$ cat config.mk
export PLATFORM = sky130hd
export DESIGN_NAME = fifo_l1_buffer
export DESIGN_NICKNAME = d
export VERILOG_FILES = /design/src/rtl/fifo_l1_buffer.sv
export SDC_FILE = /design/constraint.sdc
export NUM_CORES = 1
export LEC_CHECK = 0
export CAP_MARGIN = 25
export CORE_ASPECT_RATIO = 1.1
export CORE_MARGIN = 8
export CORE_UTILIZATION = 30
export DETAILED_ROUTE_END_ITERATION = 8
export GPL_TIMING_DRIVEN = 0
export SLEW_MARGIN = 20
export SYNTH_ARGS = -nofsm -noshare
export SYNTH_HDL_FRONTEND = slang
export SYNTH_SLANG_ARGS = --single-unit
$ cat constraint.sdc
create_clock -name clk -period 1.7 [get_ports clk]
set_input_delay 0.17 -clock clk [delete_from_list [all_inputs] [get_ports clk]]
set_output_delay 0.17 -clock clk [all_outputs]
set_load 0.05 [all_outputs]
$ cat src/rtl/fifo_l1_buffer.sv
// Single-clock FIFO feeding one input of the layer-2 2:1 mux, with a registered read port and status flags.
// Define FIFO_COUNT_EN to expose the internal occupancy on the fill_count port.
module fifo_l1_buffer #(
  parameter int DATA_WIDTH = 8,
  parameter int ADDR_WIDTH = 2,
  parameter int AF_THRESH  = 3,
  parameter int AE_THRESH  = 1
) (
  input  logic                  clk,
  input  logic                  reset,
  input  logic                  push,
  input  logic [DATA_WIDTH-1:0] data_in,
  input  logic                  pop,
  output logic [DATA_WIDTH-1:0] data_out,
  output logic                  valid_out,
  output logic                  empty,
  output logic                  full,
  output logic                  almost_empty,
  output logic                  almost_full,
  output logic                  error
`ifdef FIFO_COUNT_EN
  ,
  output logic [ADDR_WIDTH:0]   fill_count
`endif
);

  localparam int DEPTH = 1 << ADDR_WIDTH;
  localparam logic [ADDR_WIDTH:0] depthLevel = (ADDR_WIDTH+1)'(DEPTH);
  localparam logic [ADDR_WIDTH:0] afLevel    = (ADDR_WIDTH+1)'(AF_THRESH);
  localparam logic [ADDR_WIDTH:0] aeLevel    = (ADDR_WIDTH+1)'(AE_THRESH);

  // Thresholds that can never (or always) trigger are configuration mistakes; stop elaboration.
  if (AF_THRESH < 1 || AF_THRESH > DEPTH) begin : gBadAfThresh
    $error("fifo_l1_buffer: AF_THRESH out of range 1..DEPTH");
  end
  if (AE_THRESH < 0 || AE_THRESH > DEPTH - 1) begin : gBadAeThresh
    $error("fifo_l1_buffer: AE_THRESH out of range 0..DEPTH-1");
  end

  logic [DATA_WIDTH-1:0] mem [DEPTH];
  logic [ADDR_WIDTH-1:0] wrPtr;
  logic [ADDR_WIDTH-1:0] rdPtr;
  logic [ADDR_WIDTH:0]   count;
  logic                  wrAccept;
  logic                  rdAccept;

  // Flags come straight from the registered count, so they trail each op by one cycle.
  assign empty        = (count == '0);
  assign full         = (count == depthLevel);
  assign almost_empty = (count <= aeLevel);
  assign almost_full  = (count >= afLevel);

  // A full FIFO never writes through and an empty one never bypasses a read.
  assign wrAccept = push && !full;
  assign rdAccept = pop && !empty;

`ifdef FIFO_COUNT_EN
  assign fill_count = count;
`endif

  // Storage is deliberately left out of reset.
  always_ff @(posedge clk) begin
    if (wrAccept) begin
      mem[wrPtr] <= data_in;
    end
  end

  always_ff @(posedge clk or negedge reset) begin
    if (!reset) begin
      wrPtr <= '0;
      rdPtr <= '0;
      count <= '0;
    end else begin
      if (wrAccept) begin
        wrPtr <= wrPtr + 1'b1;
      end
      if (rdAccept) begin
        rdPtr <= rdPtr + 1'b1;
      end
      case ({wrAccept, rdAccept})
        2'b10:   count <= count + 1'b1;
        2'b01:   count <= count - 1'b1;
        default: count <= count;
      endcase
    end
  end

  // ---- read stage: one-cycle registered output ----
  always_ff @(posedge clk or negedge reset) begin
    if (!reset) begin
      data_out  <= '0;
      valid_out <= 1'b0;
    end else begin
      valid_out <= rdAccept;
      if (rdAccept) begin
        data_out <= mem[rdPtr];
      end
    end
  end

  // Overflow and underflow latch until the next reset.
  always_ff @(posedge clk or negedge reset) begin
    if (!reset) begin
      error <= 1'b0;
    end else if ((push && full) || (pop && empty)) begin
      error <= 1'b1;
    end
  end

endmodule

==> results.json <==
{
  "status": "complete, no violations",
  "critPathTopFamily": "buffers and inverters",
  "maxSlewHeadroom_pct": 46.0,
  "synth_sequential_area_ratio_pct": 69.1,
  "buffer_ports.inserted": 25,
  "die-width_um": 94.0,
  "ys_seq_elements": 49,
  "setup.worst_path.end_class": "output pin",
  "critPathLaunchType": "flop",
  "drc": 0,
  "cts_max_path_bufs": 2,
  "htree_num_levels": 2,
  "grt_first_pass_wirelength_um": 5820,
  "grt_setup_unrepaired": "true",
  "detailedRoute.firstIterationViolations": 45,
  "cts.root.buffer_cell": "sky130_fd_sc_hd__clkbuf_8",
  "clock_latency_ps": 300,
  "power_report.internal_total_w": 0.00302,
  "reg2regPathDepth": 5,
  "timing.setup.tns_ps": 0,
  "cts_tree": "yes",
  "routed_wire_length_per_instance_um": 15.6,
  "floorplan.die_area_um2": 9560,
  "postSynthCellCount": 114,
  "power.clock.fraction_pct": 16.3,
  "viasPerCell": 4.46,
  "setup_viol": 0,
  "power.total_w": 0.00483,
  "syn_nets": 136,
  "drt-pass1-iter-count": 3,
  "fp.coreArea_um2": 6520,
  "nets": 172,
  "synth.top_cells.by_area": "sky130_fd_sc_hd__edfxtp_1 (48%), sky130_fd_sc_hd__dfrtp_1 (21%), sky130_fd_sc_hd__mux4_2 (9.0%)",
  "gpl.final_weighted_congestion": 0.740,
  "final_max_slew_viol_count": 0,
  "power_switching_share_pct": 37.5,
  "cts.sinks": 49,
  "cts_bufs_inserted": 5,
  "finalClockSkew_ps": 2.87,
  "worst_path_arrival_time_ps": 1470,
  "timing.final.crit_share_pct": 96.2,
  "crit_chain": "clkdlybuf4s50_1",
  "cp_slowest_stage_delay_ps": 810,
  "worst-endpoint-required_ps": 1530,
  "grt_antenna_before_repair": 0,
  "hp-class": "input port to async pin",
  "power_density_nw_per_um2": 1890,
  "crit_type": "flop to output pin",
  "synth_top_flop_cell": "sky130_fd_sc_hd__edfxtp_1",
  "postCtsHoldBufs": 0,
  "maximum_number_of_pins_on_one_net_before_global_route_repair": 18,
  "yosys_warnings": 0,
  "areaGrowthSynthToFinish_pct": 27.4,
  "timing.final.crit_period_ps": 1640,
  "total_leakage_power_nw": 0.965,
  "synth_async_reset_ratio_pct": 34.7,
  "crit_path_buffers_inverters": 1,
  "layout.cells.most_common": "sky130_fd_sc_hd__edfxtp_1",
  "vias_in_the_first_global_route": 1137,
  "dr_total_vias": 1040,
  "antenna_cells_inserted": 0,
  "syn-mean-instance-area_um2": 17.6,
  "fraction_of_post_synthesis_cell_area_in_the_top_cell_type_by_area_pct": 47.9,
  "power.share.sequential_pct": 37.3,
  "final_antenna_net_count": 0,
  "critical-path-slowest-cell": "sky130_fd_sc_hd__clkdlybuf4s50_1",
  "power.switching_w": 0.00181,
  "dieHeight_um": 102,
  "highest_count_cells_in_the_layout_ignoring_fill_and_taps": "sky130_fd_sc_hd__edfxtp_1 (32), sky130_fd_sc_hd__clkdlybuf4s50_1 (20), sky130_fd_sc_hd__dfrtp_1 (15), sky130_fd_sc_hd__mux2_2 (9), sky130_fd_sc_hd__mux4_2 (8)",
  "pwr-share-comb_pct": 46.4,
  "critical_path_peak_fanout": 2,
  "worst_supply_voltage_drop_on_vdd_v": 0.000812,
  "floorplan.io_pins": 26,
  "yosysTopAreaCell": "sky130_fd_sc_hd__edfxtp_1",
  "final_core_utilization_pct": 39.2,
  "global_route.overflow_total": 0,
  "initial_utilization_pct": 30.8,
  "maxCapViolCount": 0,
  "total_global_route_track_usage_pct": 8.28,
  "cts.reportedPaths.clkPinSlew_ps": 80,
  "worst-path-stages": 1,
  "post_route_cells_drive_above_1_share_pct": 30.5,
  "hold_viol": 0,
  "detail_route.wirelength_um": 3640,
  "mapped_cell_area_um2": 2010,
  "synth_enable_flop_cells": 32,
  "timing.fmax_mhz": 611,
  "num_rows": 31,
  "post_synth_num_cell_types": 21,
  "timing_worst_slew_pin_value_ps": 808,
  "dp_hpwl_um": 2450
}
==> registers in the layout, summed over array words and instances, names as in the netlist <==
name       count
error          1
wrPtr          2
count          3
data_out       8
valid_out      1
mem           32
rdPtr          2
==> worst reg2reg max path, cell delays in order (launching register included) <==
cell	delay (ps)
sky130_fd_sc_hd__dfrtp_2	410
sky130_fd_sc_hd__inv_2	80
sky130_fd_sc_hd__ha_4	190
sky130_fd_sc_hd__a21boi_4	200
sky130_fd_sc_hd__buf_12	130
sky130_fd_sc_hd__and2_2	290
==> logic make-up (layout without fill, tap and decap cells) <==
logic type,count (synthesis),count (layout),synth area share (%)
flip-flops,49,49,69.1
adder cells (fa/ha/maj),10,10,6.24
XOR/XNOR,5,5,2.18
multiplexers,17,17,14.0
AND/OR/NAND/NOR,13,13,3.37
AO/OA/AOI/OAI,9,9,2.62
buffers and inverters,11,48,2.43
==> synth_stat cells (2+ instances only) <==
cell,n
sky130_fd_sc_hd__edfxtp_1,32
sky130_fd_sc_hd__dfrtp_1,17
sky130_fd_sc_hd__ha_1,10
sky130_fd_sc_hd__inv_1,9
sky130_fd_sc_hd__mux2_2,9
sky130_fd_sc_hd__mux4_2,8
sky130_fd_sc_hd__and2_1,5
sky130_fd_sc_hd__xnor2_1,5
sky130_fd_sc_hd__nor2_1,3
sky130_fd_sc_hd__o21ai_0,3
sky130_fd_sc_hd__a21oi_1,2
sky130_fd_sc_hd__nand2_1,2
==> power groups by stage <==
stage               logic, W  clock network [W]  registers, W
floorplan            0.00116                  0       0.00215
global placement     0.00209                  0       0.00180
finish               0.00224           0.000787       0.00180
global route         0.00242           0.000857       0.00184
detailed placement   0.00214                  0       0.00182
CTS                  0.00221           0.000814       0.00180
==> routing by layer <==
layer	track usage [%]	wire length [um]	share of wire [%]	vias to the layer above
met1	8.91	1460	40	526
met4	4.03	61	1.7	0
li1	-	-	-	486
met3	3.04	177	4.9	6
met2	14.0	1940	53	22
met5	0	0	0	-
==> per-stage QoR <==
stage          area (um2)  setup slack [ps]  hold WS (ps)  cells
2_1_floorplan        2010             -28.1          -126    114
3_3_place_gp         2360              -236           442    221
3_5_place_dp         2360              -319           466    221
4_1_cts              2520              6.32           368    233
5_1_grt              2550             -26.4           400    233
6_report             2550              64.5           339    233
==> what timing repair did <==
action                                  in CTS  in global routing
pin swaps                                    2                  2
endpoints found under the setup margin      40                 46
gates resized for setup                     30                  9
setup buffers                                4                  0
==> layout make-up <==
type	instances	area [um2]
repair buffers	29	282
flip-flops and latches	49	1390
clock inverters	2	33.8
inverters	9	33.8
fillers	630	3960
well taps	82	103
multi-input cells	54	627
plain buffers	2	15.0
clock buffers	6	72.6
==> final timing paths <==
path	from	endpoint	slack, ps
max reg2reg	count[0]	mem[2][0]	100
min	reset	data_out[6]	340
min in group clk	error	error	470
max in group asynchronous	reset	count[0]	810
min reg2reg	error	error	470
max	data_out[2]	data_out[2]	60
(Power assumes the default switching activity.)
